<file path="src/rtl/bus_target_pkg.sv">
// Shared definitions for the 8080 external handshake bus: phase encodings and
// the target FSM state type.
package bus_target_pkg;

    localparam logic [1:0] BUS_ADDR_HI = 2'd0;
    localparam logic [1:0] BUS_ADDR_LO = 2'd1;
    localparam logic [1:0] BUS_WRITE   = 2'd2;
    localparam logic [1:0] BUS_READ    = 2'd3;

    typedef enum logic [2:0] {
        StIdle,
        StDecode,
        StMem,
        StDrive,
        StAck
    } bus_fsm_e;

    function automatic logic is_mem_phase(input logic [1:0] phase);
        return (phase == BUS_WRITE) || (phase == BUS_READ);
    endfunction

endpackage

</file>
<file path="src/rtl/sync_ff.sv">
// Multi-stage flip-flop synchroniser with asynchronous reset to zero.
module sync_ff #(
    parameter int unsigned STAGES = 2,
    parameter int unsigned WIDTH  = 1
) (
    input  logic             clk,
    input  logic             rst_n,
    input  logic [WIDTH-1:0] i_d,
    output logic [WIDTH-1:0] o_q
);

    logic [STAGES-1:0][WIDTH-1:0] r_stages;

    always_ff @(posedge clk or negedge rst_n) begin
        if (!rst_n) begin
            r_stages <= '0;
        end else begin
            r_stages <= {r_stages[STAGES-2:0], i_d};
        end
    end

    assign o_q = r_stages[STAGES-1];

endmodule

</file>
<file path="src/rtl/bus_target.sv">
// Target-side responder for the 8080 four-phase handshake bus: assembles the
// address from two byte phases and performs reads/writes on a simple memory port.
module bus_target
    import bus_target_pkg::*;
#(
    parameter int unsigned SYNC_STAGES = 2
) (
    input  logic        clk,
    input  logic        rst_n,
    input  logic        bus_req,
    input  logic [1:0]  bus_state,
    input  logic [7:0]  bus_data_in,
    output logic [7:0]  bus_data_out,
    output logic        bus_data_oe,
    output logic        bus_ack,
    output logic [15:0] mem_addr,
    output logic [7:0]  mem_wdata,
    output logic        mem_we,
    output logic        mem_re,
    input  logic [7:0]  mem_rdata,
    input  logic        mem_ready
);

    logic     w_req_sync;
    bus_fsm_e r_state;
    logic [1:0] r_phase;
    logic [7:0] r_byte;
    logic [7:0] r_addr_hi;
    logic [7:0] r_addr_lo;
    logic [7:0] r_wdata;
    logic [7:0] r_data_out;
    logic       r_we;
    logic       r_re;
    logic       r_oe;
    logic       r_ack;

    sync_ff #(
        .STAGES (SYNC_STAGES),
        .WIDTH  (1)
    ) u_req_sync (
        .clk   (clk),
        .rst_n (rst_n),
        .i_d   (bus_req),
        .o_q   (w_req_sync)
    );

    // Phase and byte are captured once in IDLE; later bus activity is ignored.
    always_ff @(posedge clk or negedge rst_n) begin
        if (!rst_n) begin
            r_state    <= StIdle;
            r_phase    <= BUS_ADDR_HI;
            r_byte     <= 8'h00;
            r_addr_hi  <= 8'h00;
            r_addr_lo  <= 8'h00;
            r_wdata    <= 8'h00;
            r_data_out <= 8'h00;
            r_we       <= 1'b0;
            r_re       <= 1'b0;
            r_oe       <= 1'b0;
            r_ack      <= 1'b0;
        end else begin
            unique case (r_state)
                StIdle: begin
                    if (w_req_sync) begin
                        r_phase <= bus_state;
                        r_byte  <= bus_data_in;
                        r_state <= StDecode;
                    end
                end
                StDecode: begin
                    if (is_mem_phase(r_phase)) begin
                        r_state <= StMem;
                        if (r_phase == BUS_WRITE) begin
                            r_wdata <= r_byte;
                            r_we    <= 1'b1;
                        end else begin
                            r_re    <= 1'b1;
                        end
                    end else begin
                        if (r_phase == BUS_ADDR_HI) begin
                            r_addr_hi <= r_byte;
                        end else begin
                            r_addr_lo <= r_byte;
                        end
                        r_ack   <= 1'b1;
                        r_state <= StAck;
                    end
                end
                StMem: begin
                    if (mem_ready) begin
                        r_we <= 1'b0;
                        r_re <= 1'b0;
                        if (r_re) begin
                            r_data_out <= mem_rdata;
                            r_oe       <= 1'b1;
                            r_state    <= StDrive;
                        end else begin
                            r_ack   <= 1'b1;
                            r_state <= StAck;
                        end
                    end
                end
                StDrive: begin
                    // One cycle of data setup on the pins before acknowledging.
                    r_ack   <= 1'b1;
                    r_state <= StAck;
                end
                StAck: begin
                    if (!w_req_sync) begin
                        r_ack   <= 1'b0;
                        r_oe    <= 1'b0;
                        r_state <= StIdle;
                    end
                end
                default: begin
                    r_state <= StIdle;
                end
            endcase
        end
    end

    assign bus_data_out = r_data_out;
    assign bus_data_oe  = r_oe;
    assign bus_ack      = r_ack;
    assign mem_addr     = {r_addr_hi, r_addr_lo};
    assign mem_wdata    = r_wdata;
    assign mem_we       = r_we;
    assign mem_re       = r_re;

endmodule

</file>
<file path="config.mk">
export PLATFORM = sky130hd
export DESIGN_NAME = bus_target
export DESIGN_NICKNAME = d
export VERILOG_FILES = /design/src/rtl/bus_target_pkg.sv /design/src/rtl/sync_ff.sv /design/src/rtl/bus_target.sv
export SDC_FILE = /design/constraint.sdc
export NUM_CORES = 1
export LEC_CHECK = 0
export CELL_PAD_IN_SITES_DETAIL_PLACEMENT = 1
export CELL_PAD_IN_SITES_GLOBAL_PLACEMENT = 2
export CORE_MARGIN = 5
export CORE_UTILIZATION = 30
export DETAILED_ROUTE_END_ITERATION = 6
export PLACE_DENSITY = 0.76
export SLEW_MARGIN = 20
export SYNTH_ARGS = -nofsm -noshare
export SYNTH_HDL_FRONTEND = slang
export SYNTH_SLANG_ARGS = --single-unit
export TNS_END_PERCENT = 1
</file>
<file path="constraint.sdc">
create_clock -name clk -period 3.93 [get_ports clk]
set_clock_uncertainty 0.05 [all_clocks]
set_input_delay 0.393 -clock clk [delete_from_list [all_inputs] [get_ports clk]]
set_output_delay 0.393 -clock clk [all_outputs]
set_load 0.05 [all_outputs]
</file>
# Word level (Yosys, flattened, before mapping)
# Index checks and enable logic that the tools add are counted.
[word_totals] output_inout_bits=36 register_bits=51 in_bits=22 word_cells=67
[op_classes] n_bitwise=2 muxes=21 n_reduce_logical=16 n_eq_ne=15
[ops] operator="2-bit inequality test (second input constant)" n=8
[ops] operator="3-bit 2-to-1 mux" n=5
[ops] operator="3-bit one-hot mux with 5 select lines" n=1
[ops] operator="3-bit AND reduction" n=5
[ops] operator="4-bit AND reduction" n=3
[ops] operator="1-bit 2-to-1 mux" n=11
[ops] operator="3-bit by 2-bit equality test with 1-bit output (second input constant)" n=2
[ops] operator="1-bit one-hot mux with 2 select lines" n=3
[ops] operator="5-bit AND reduction" n=1
[ops] operator="2-bit equality test (second input constant)" n=2
[ops] operator="1-bit one-hot mux with 4 select lines" n=1
[ops] operator="2-bit nonzero test" n=2
[ops] operator="4-bit nonzero test" n=1
[ops] operator="3-bit by 1-bit equality test with 1-bit output (second input constant)" n=1
[ops] operator="3-bit equality test (second input constant)" n=1
[ops] operator="3-bit logical NOT" n=1
[ops] operator="2-bit logical NOT" n=1
[ops] operator="2-bit by 1-bit inequality test with 1-bit output (second input constant)" n=1
[ops] operator="1-bit inverter" n=2
[ops] operator="2-bit AND reduction" n=1
[ops] operator="1-bit logical OR" n=1

# Depth between registers and ports, before layout
[logic_depth] word_depth=4 ltp_mapped=5

# Modules after synthesis
# Synthesis repeated with hierarchy kept, for this count alone.
[hier_totals] cells_unflattened=126 area_unflattened_um2=1991.9
[by_module_without_submodules] module="bus_target" cells_each=124 area_each_um2=1941.9 instances=1 seq_area_each_um2=1226.2
[by_module_without_submodules] module="sync_ff" cells_each=2 area_each_um2=50.0 instances=1 seq_area_each_um2=50.0

# Worst setup path before layout
# OpenSTA, ideal clock, no wires.
[synth_path] path_kind="register -> register" from="reg r_state[2]" to="reg r_addr_hi[0]" setup_ps=125 required_ps=3755 synth_period_minus_slack_ps=1527 t_arrival_ps=1352 path_slack_ps=2403 path_stages_with_launch=6 cell_sequence="dfrtp_1 buf_4 nor4b_4 and2b_1 buf_6 mux2_2"
[synth_via] elab_chain_len=2
[synth_lines] item="start, declared" line_no="bus_target.sv:25" rtl="bus_fsm_e r_state;"
[synth_lines] item="start signal, assigned" line_no="bus_target.sv:50" rtl="r_state <= StIdle;"
[synth_lines] item="start signal, assigned" line_no="bus_target.sv:67" rtl="r_state <= StDecode;"
[synth_lines] item="start signal, assigned" line_no="bus_target.sv:72" rtl="r_state <= StMem;"
[synth_lines] item="3-bit by 1-bit equality test with 1-bit output" line_no="bus_target.sv:62" rtl="unique case (r_state)"
[synth_lines] item="3-bit AND reduction (no line)"
[synth_lines] item="end signal, assigned" line_no="bus_target.sv:81" rtl="r_addr_hi <= r_byte;"
[synth_lines] item="end, declared" line_no="bus_target.sv:28" rtl="logic [7:0] r_addr_hi;"
# Every way passes these cells.
# A chain may end at the register's enable or synchronous reset.

# Worst setup path in the final report
[layout_path] from="reg r_re, in the netlist mem_re" to="out mem_re"
[layout_lines] item="start, declared" line_no="bus_target.sv:33" rtl="logic r_re;"
[layout_lines] item="start signal, assigned" line_no="bus_target.sv:58" rtl="r_re <= 1'b0;"
[layout_lines] item="start signal, assigned" line_no="bus_target.sv:77" rtl="r_re <= 1'b1;"
[layout_lines] item="start signal, assigned" line_no="bus_target.sv:92" rtl="r_re <= 1'b0;"
[layout_lines] item="end, declared" line_no="bus_target.sv:19" rtl="output logic mem_re,"
# No word-level cell between the ends.

==> results.yml <==
sta:
  setup_tns_ns: 0
  period_share_pct: 52.46
  hold_violations: 0
  fin_crit_ns: 2.062
  fmax_ghz: 0.4850
  finalSetupViolCount: 0
  layout_setup_ws_ns: 1.868
  finalMaxSlewViolations: 0
  rsz0062_at_grt: "false"
  slew_headroom_pct: 57.98
  worst_pin_slew_ns: 0.6303
grt:
  gr-total-overflow: 0
  grt_util_met1_pct: 12.58
  grt_max_degree: 52
  grt_use_total_pct: 11.10
  grt_pass1_wl_um: 7417
  grtUsageMet3_pct: 5.118
  grt-busiest-layer: "met2"
  use_met2_pct: 19.21
  antenna_found_initial: 0
  grt_pass1_vias: 1445
clocking:
  clockBufferDepth: 2
  cts_tree: "yes"
  path_clk_slew_ns: 0.09
  cts_buffers: 5
  cts_setup_buffers: 0
  htree_levels: 2
  cts_hold_buf: 0
  cts_sinks: 51
  cts-resized-gates: 0
  cts_root_buf: "clkbuf_8"
  clkLatencyLatePin_ns: 0.29
die:
  die_area_um2: 8519
  design.core.area_um2: 6681
  die_height_um: 92.30
  std_cell_rows: 30
  io_pins: 58
  start_util_pct: 30.41
  die_width_um: 92.30
worst_setup_path:
  critPathTopFamily: "buffers and inverters"
  path_class: "reg -> out"
  critPathMaxFanout: 6
  cp-end-kind: "output pin"
  crit_buf_inv: 1
  worstPathArrival_ns: 1.62
  cp_cell_sequence: "clkdlybuf4s50_1"
  crit_cells: 1
  slowest_stage: "clkdlybuf4s50_1"
  timing.rr.end: "r_addr_hi[1]"
  cp.required_ns: 3.49
  critPathLaunchType: "register"
  rr_worst_depth: 3
  r2r_setup_slack_ns: 2.04
  crit-reg2reg-launch: "r_state[1]"
  cpPeakStageDelay_ns: 0.85
layout:
  diodes: 0
  layout-drive-gt1-share_pct: 29.26
  final_nets: 210
  final_common_cell: "clkdlybuf4s50_1"
  area_growth_pct: 35.78
  multi_input_area_um2: 695.7
  regArea_um2: 1276
  most-common-layout-cells: "56 x clkdlybuf4s50_1, 51 x dfrtp_1, 39 x mux2_2, 5 x clkbuf_8, 4 x nand3b_1"
  n_fill_cell: 692
synth:
  synthesis.area_um2: 2032
  synth_edf_count: 0
  synth_fp_nets: 151
  seq_area_frac_synth_pct: 62.81
  synthArstFlopShare_pct: 100.0
  ys.flop_type: "dfrtp_1"
  ys_ff_latch: 51
  synth.distinct_cells: 26
  netlist_instances: 129
  synth-warning-count: 0
  syn_avg_cell_area_um2: 15.75
drt:
  drt_wl_total_um: 4433
  vias: 1236
  drtIter0Drc: 23
  ant_nets: 0
  viasPerCell: 4.612
  drt_first_pass_iters: 4
  wl_per_cell_um: 16.54
  post-route-drc-count: 0
placement:
  io_buffers: 57
  hpwl_um: 3218
  dpl_worst_slack_ns: 2.017
  gp_congestion: 0.7305
flow_run:
  max_cap_viol_count: 0
status:
  status: "finished, final reports clean"
worst_hold_path:
  min_path_type: "in -> async"
worst reg2reg max path: cells and delay by family, from the launching register on:
kind             cells  cell delay, ns
DFF                  1            0.53
muxes                1            0.39
and+or+nand+nor      2            0.80
metrics by stage:
step,utilization [%],instances,hold slack [ns],area [um^2]
2_1_floorplan,-,129,0.04741,2032
3_3_place_gp,39.76,261,0.2835,2656
3_5_place_dp,39.76,261,0.2858,2656
4_1_cts,41.29,268,0.1789,2759
5_1_grt,41.29,268,0.2158,2759
6_report,41.29,268,0.1505,2759
sequential cells by signal, indices dropped and copies added, names as in the netlist:
name and count:
bus_ack 1, bus_data_oe 1, bus_data_out 8, mem_re 1, mem_wdata 8, mem_we 1, r_addr_hi 8, r_addr_lo 8
r_byte 8, r_phase 2, r_state 3, u_req_sync.o_q 1, u_req_sync.r_stages 1
cell families (layout without fill, tap and decap cells):
logic type | count (synthesis) | count (layout) | synth area share (%)
buffers and inverters | 8 | 67 | 2.955
AO/OA/AOI/OAI | 8 | 8 | 2.587
flip-flops | 51 | 51 | 62.81
AND/OR/NAND/NOR | 20 | 20 | 8.374
multiplexers | 42 | 42 | 23.28
worst max path at each step:
stage / end / start / slack (ns)
4_1_cts: mem_re / mem_re / 1.83
2_1_floorplan: r_addr_hi[0] / r_state[2] / 2.40
6_report: mem_re / mem_re / 1.87
5_1_grt: mem_re / mem_re / 1.79
3_3_place_gp: r_addr_hi[4] / r_state[1] / 2.08
3_5_place_dp: r_addr_hi[1] / r_state[1] / 2.02
synth_stat cells, types with 2 or more instances:
master	instances	area share (%)
a21oi_1	2	0.49
a31oi_1	3	0.92
buf_4	4	1.5
buf_6	2	1.1
dfrtp_1	51	63
mux2_1	3	1.7
mux2_2	39	22
nand2b_1	2	0.62
nand3b_1	4	1.5
nor2_1	3	0.55
area by class of cell:
cell class	count	area share [%]
Clock inverter	1	1.088
Clock buffer	6	2.630
Tap cell	80	3.628
Sequential cell	51	46.26
Inverter	1	0.1361
Timing Repair Buffer	59	21.04
Multi-Input combinational cell	70	25.22
layer usage:
metal  vias to the layer above  share of wire (%)  wire [um]
met3                         2                8.6        380
met1                       627                 39       1710
met5                         -                  0          0
li1                        570                  -          -
met2                        37                 52       2327
met4                         0               0.32         14
Power is not shown: default switching activity piles up to over one toggle a cycle in this logic, so the estimate is an artifact.
